<file path="src/rtl/spi_receiver.sv">
// ---------------------------------------------------------------------------
// spi_receiver
//
// Purpose:
//   SPI slave-side receiver. Watches ss/sclk, shifts miso into a word of
//   bitcount bits, and offers each completed word to a consumer through a
//   data_valid/data_ack handshake. A word that completes while the previous
//   one is still unacknowledged is dropped and flagged as an overrun. A frame
//   whose ss is released before bitcount samples raises a one-cycle
//   frame_error pulse.
//
// Optional build macro:
//   SPI_RECEIVER_SYNC_EN - when defined, ss/sclk/miso pass through two-flop
//   synchronisers (reset to their idle levels) before edge detection, adding
//   two clocks to every response. Use it for asynchronous external masters.
//   When undefined, the inputs must already be synchronous to clock.
//
// Ports:
//   clock        in   system clock, all logic on posedge
//   reset_n      in   asynchronous active-low reset
//   ss           in   slave select, active level set by ss_polarity
//   sclk         in   serial clock, idle level set by sclk_polarity
//   miso         in   serial data
//   data         out  last accepted word (bitcount bits)
//   data_valid   out  data holds an unacknowledged word
//   data_ack     in   consumer accepts data, clears data_valid
//   overrun      out  sticky: a completed word was dropped
//   overrun_clr  in   clears overrun
//   frame_error  out  one-cycle pulse: ss released before bitcount samples
//   busy         out  a frame is in progress
// ---------------------------------------------------------------------------
module spi_receiver #(
  parameter int bitcount      = 16,
  parameter bit ss_polarity   = 1'b0,
  parameter bit sclk_polarity = 1'b0,
  parameter bit sclk_phase    = 1'b0,
  parameter bit msb_first     = 1'b1
) (
  input  logic                clock,
  input  logic                reset_n,
  input  logic                ss,
  input  logic                sclk,
  input  logic                miso,
  output logic [bitcount-1:0] data,
  output logic                data_valid,
  input  logic                data_ack,
  output logic                overrun,
  input  logic                overrun_clr,
  output logic                frame_error,
  output logic                busy
);

  // Counter is wide enough to hold bitcount itself, so it never wraps.
  localparam int CW = $clog2(bitcount + 1);
  localparam logic [CW-1:0] LAST_BIT = CW'(bitcount - 1);

  localparam logic [1:0] IDLE    = 2'd0;
  localparam logic [1:0] RECEIVE = 2'd1;
  localparam logic [1:0] HOLD    = 2'd2;

  logic                ss_raw;
  logic                sclk_raw;
  logic                miso_raw;
  logic                ss_i;
  logic                sclk_i;
  logic                miso_i;
  logic                prev_ss;
  logic                prev_sclk;
  logic                ss_rise;
  logic                leading_edge;
  logic                trailing_edge;
  logic                sample_edge;
  logic [1:0]          state;
  logic [CW-1:0]       bit_cnt;
  logic [bitcount-1:0] shift_reg;
  logic [bitcount-1:0] shift_next;
  logic                commit_pending;
  logic                word_dropped;

`ifdef SPI_RECEIVER_SYNC_EN
  logic [1:0] ss_sync;
  logic [1:0] sclk_sync;
  logic [1:0] miso_sync;

  // Synchronisers reset to idle levels so no edge is seen out of reset.
  always_ff @(posedge clock or negedge reset_n) begin
    if (!reset_n) begin
      ss_sync   <= {2{~ss_polarity}};
      sclk_sync <= {2{sclk_polarity}};
      miso_sync <= 2'b00;
    end else begin
      ss_sync   <= {ss_sync[0], ss};
      sclk_sync <= {sclk_sync[0], sclk};
      miso_sync <= {miso_sync[0], miso};
    end
  end

  assign ss_raw   = ss_sync[1];
  assign sclk_raw = sclk_sync[1];
  assign miso_raw = miso_sync[1];
`else
  assign ss_raw   = ss;
  assign sclk_raw = sclk;
  assign miso_raw = miso;
`endif

  // Normalise: ss_i is active-high, sclk_i idles low.
  assign ss_i   = (ss_raw == ss_polarity);
  assign sclk_i = sclk_raw ^ sclk_polarity;
  assign miso_i = miso_raw;

  // Previous ss resets to active so a frame already running at reset
  // release is not mistaken for a new one.
  always_ff @(posedge clock or negedge reset_n) begin
    if (!reset_n) begin
      prev_ss   <= 1'b1;
      prev_sclk <= 1'b0;
    end else begin
      prev_ss   <= ss_i;
      prev_sclk <= sclk_i;
    end
  end

  assign ss_rise       = ss_i & ~prev_ss;
  assign leading_edge  = sclk_i & ~prev_sclk;
  assign trailing_edge = ~sclk_i & prev_sclk;
  assign sample_edge   = sclk_phase ? trailing_edge : leading_edge;

  // MSB-first pushes in at bit 0 so the first bit ends at the top;
  // LSB-first pushes in at the top so the first bit ends at bit 0.
  assign shift_next = msb_first
                    ? ((shift_reg << 1) | bitcount'(miso_i))
                    : ((shift_reg >> 1) | (bitcount'(miso_i) << (bitcount - 1)));

  // Frame state machine. The last sample arms commit_pending so the
  // handshake logic picks up the finished word on the following clock.
  always_ff @(posedge clock or negedge reset_n) begin
    if (!reset_n) begin
      state          <= IDLE;
      shift_reg      <= '0;
      bit_cnt        <= '0;
      commit_pending <= 1'b0;
      frame_error    <= 1'b0;
    end else begin
      frame_error    <= 1'b0;
      commit_pending <= 1'b0;
      case (state)
        IDLE: begin
          if (ss_rise) begin
            state     <= RECEIVE;
            shift_reg <= '0;
            bit_cnt   <= '0;
          end
        end
        RECEIVE: begin
          if (!ss_i) begin
            frame_error <= 1'b1;
            state       <= IDLE;
          end else if (sample_edge) begin
            shift_reg <= shift_next;
            bit_cnt   <= bit_cnt + CW'(1);
            if (bit_cnt == LAST_BIT) begin
              state          <= HOLD;
              commit_pending <= 1'b1;
            end
          end
        end
        HOLD: begin
          if (!ss_i) begin
            state <= IDLE;
          end
        end
        default: begin
          state <= IDLE;
        end
      endcase
    end
  end

  // A finished word is lost only if the previous one is still held and
  // not being acknowledged in the same cycle.
  assign word_dropped = commit_pending & data_valid & ~data_ack;

  // Output handshake: commit wins over a simultaneous ack, and a new
  // overrun wins over a simultaneous clear.
  always_ff @(posedge clock or negedge reset_n) begin
    if (!reset_n) begin
      data       <= '0;
      data_valid <= 1'b0;
      overrun    <= 1'b0;
    end else begin
      if (commit_pending && !word_dropped) begin
        data       <= shift_reg;
        data_valid <= 1'b1;
      end else if (data_ack) begin
        data_valid <= 1'b0;
      end

      if (word_dropped) begin
        overrun <= 1'b1;
      end else if (overrun_clr) begin
        overrun <= 1'b0;
      end
    end
  end

  assign busy = (state != IDLE);

endmodule

</file>
<file path="config.mk">
export PLATFORM = sky130hd
export DESIGN_NAME = spi_receiver
export DESIGN_NICKNAME = d
export VERILOG_FILES = /design/src/rtl/spi_receiver.sv
export SDC_FILE = /design/constraint.sdc
export NUM_CORES = 1
export LEC_CHECK = 0
export CAP_MARGIN = 20
export CORE_MARGIN = 4
export CORE_UTILIZATION = 50
export CTS_BUF_LIST = sky130_fd_sc_hd__clkbuf_4
export DETAILED_ROUTE_END_ITERATION = 8
export GPL_ROUTABILITY_DRIVEN = 0
export PLACE_DENSITY = 0.75
export SYNTH_ARGS = -nofsm -noshare
export SYNTH_HDL_FRONTEND = slang
export SYNTH_SLANG_ARGS = --single-unit
</file>
<file path="constraint.sdc">
create_clock -name clock -period 1.7 [get_ports clock]
set_clock_uncertainty 0.1 [all_clocks]
set_input_delay 0.34 -clock clock [delete_from_list [all_inputs] [get_ports clock]]
set_output_delay 0.34 -clock clock [all_outputs]
set_load 0.02 [all_outputs]
</file>
==> results.ini <==
[power]
p_comb_frac=0.059
p_clk_frac=0.391
internal_power_w=0.00159
vdd_drop_max_mv=0.613
p_sw_frac=0.197
p_leak_nw=1.21
p_per_area_mw_per_mm2=892
p_sw_w=0.000390
seqPwrFrac=0.550
finalPower_w=0.00198

[logic_synthesis]
synth_area_mm2=0.00177
synthCells=121
seq_area_frac_synth=0.636
ys_types=34
synth_edf_count=0
yosys_warnings=0
synth_area_per_cell_um2=14.6
synth_flop_cell=dfrtp_1
async_reset_ff_frac=1.00
ys_ff_latch=45
synth_nets=130

[floorplanning]
num_rows=21
io_pins=27
die_h_um=67.5
start_util=0.523
core-area_mm2=0.00339
fp.dieArea_mm2=0.00456
die_w_um=67.5

[place]
place_area_mm2=0.00214
dp_slack_ns=-0.0981
hpwl_um=2130
io_buffers=26

[layout]
final_util=0.655
area_growth_pct=25.4
antenna_cells=0
design_area_mm2=0.00222
nNetsFinal=168
drive_gt1_frac=0.175

[cts]
clockBufferDepth=2
postCtsSetupRepairBufs=0
cts_sinks=45
cts_buffers=5
cts-root-buf=clkbuf_4
cts.htree.levels=2
clock_latency_ns=0.35
cts_tree=done
path_clk_slew_ns=0.12

[sta]
relSlewSlack=0.675
finalSetupTns_ns=0
fmax_mhz=638
finalMaxSlewViolations=0
finalCriticalPeriod_ns=1.57
worst-slew-pin-transition_ns=0.488
rsz0062_at_grt=no
finalWorstSetupSlack_ns=0.133
finalSetupViolations=0
post-route-period-util=0.922
final_hold_viol_count=0

[global_route]
grt_pass1_vias=1162
grt_use_met3=0.0416
grt-ovfl-total=0
met1_usage=0.189
grt_usage=0.156
antenna_found_initial=0
grt_pass1_wl_um=5200
grt_max_degree=26
grt.busiest_layer=met2
use_met2=0.253

[detailed_routing]
first_pass_iters=4
wirelength_um=2950
drt_iter0_markers=40
routedWlPerCell_um=14.3
drc=0
route.vias.total=1102
drt.antenna.violating_nets=0
vias_per_cell=5.35

[worst_setup_path]
cp.arrival_ns=1.13
cp_max_fo=2
critical_path_required_ns=1.26
crit_path_end_kind=output port
crit_path_start_kind=flip-flop
crit_type=flip-flop to output port

[min_path]
hp-class=input pin to asynchronous set/reset pin

[run]
maxCapViolations=0

[status]
status=complete, no violations

## layer usage
layer  wire, um  part of all wire
met1       1290              0.44
met2       1450              0.49
met3        130             0.044
met4         84             0.029
met5          0                 0
## layout by cell type (no fill, tap or decap), drive strengths merged
master and n:
or3b 1, buf 11, dfstp 1, nor3 1, nand3b 1, bufinv 2, mux2 17, o2bb2ai 1
o21ai 2, a21oi 2, o21a 2, nor2 2, dlygate4sd2 19, and4 1, inv 6, dlygate4sd3 1
nand2 3, a22o 18, o211ai 1, nor2b 1, clkbuf 5, or2 1, a41o 1, nand2b 1
and2b 1, nand3 1, ha 2, dfrtp 44, and3 3, o22ai 1, clkdlybuf4s50 5, clkinv 1
and3b 1
## power groups by stage
stage | sequential [W] | combinational, W | clock [W]
2_1_floorplan | 0.00111 | 0.0000493 | 0
3_3_place_gp | 0.00111 | 0.000115 | 0
3_5_place_dp | 0.00111 | 0.000119 | 0
4_1_cts | 0.00109 | 0.000121 | 0.000799
5_1_grt | 0.00109 | 0.000131 | 0.000840
6_report | 0.00109 | 0.000117 | 0.000774
## cell families (layout without fill, tap and decap cells)
logic type	after synthesis	in the layout	synth area share
flops	45	45	0.636
compound gates	28	28	0.128
simple gates	18	18	0.0713
mux	17	17	0.108
buf+inv	11	50	0.0424
fa+ha+maj	2	2	0.0141
## layout make-up
cell class / instances / area [um2]
Timing Repair Buffer: 36 / 342
Fill cell: 257 / 1170
Inverter: 6 / 22.5
Clock inverter: 3 / 65.1
Sequential cell: 45 / 1130
Tap cell: 46 / 57.6
Multi-Input combinational cell: 65 / 569
Clock buffer: 5 / 37.5
## metrics by stage
step,cells,hold WS (ns)
floorplan,121,-0.0556
global route,206,0.354
detailed placement,197,0.229
CTS,206,0.354
global placement,197,0.228
finish,206,0.366
## worst max-delay path, cell delays in order, from the launching register on
cell	delay (ns)
dfrtp_1	0.40
or2_1	0.23
buf_2	0.16
## path summary, 6_finish.rpt
path / start / to / slack [ns] / depth (start not counted)
worst min-delay path: reset_n / data[11] / 0.37 / 2
worst max-delay path: state[0] / busy / 0.13 / 2
worst min register to register: data[7] / data[7] / 0.40 / 1
min in group clock: sclk / prev_sclk / 0.37 / 1
worst max register to register: state[1] / bit_cnt[0] / 0.16 / 5
max in group asynchronous: reset_n / data[0] / 0.64 / 3
## synth_stat cells (2+ instances only)
cell     instances  share of area
inv_1            6          0.013
mux2_2           2          0.013
mux2_1          15          0.095
a21oi_1          2         0.0056
dfrtp_1         44           0.62
o21a_1           2         0.0085
nor2_1           2         0.0042
a22o_1          18          0.089
buf_2            2         0.0056
nand2_1          2         0.0042
ha_1             2          0.014
and3_1           2         0.0071
## timing repair
item / in CTS / in global routing
hold buffers: 1 / 0
endpoints found under the hold margin: 19 / 0
pin swaps: 0 / 0
setup endpoints to repair: 20 / 1
gates resized for setup: 22 / 1
Note: power is estimated with default switching activity, not from simulation.
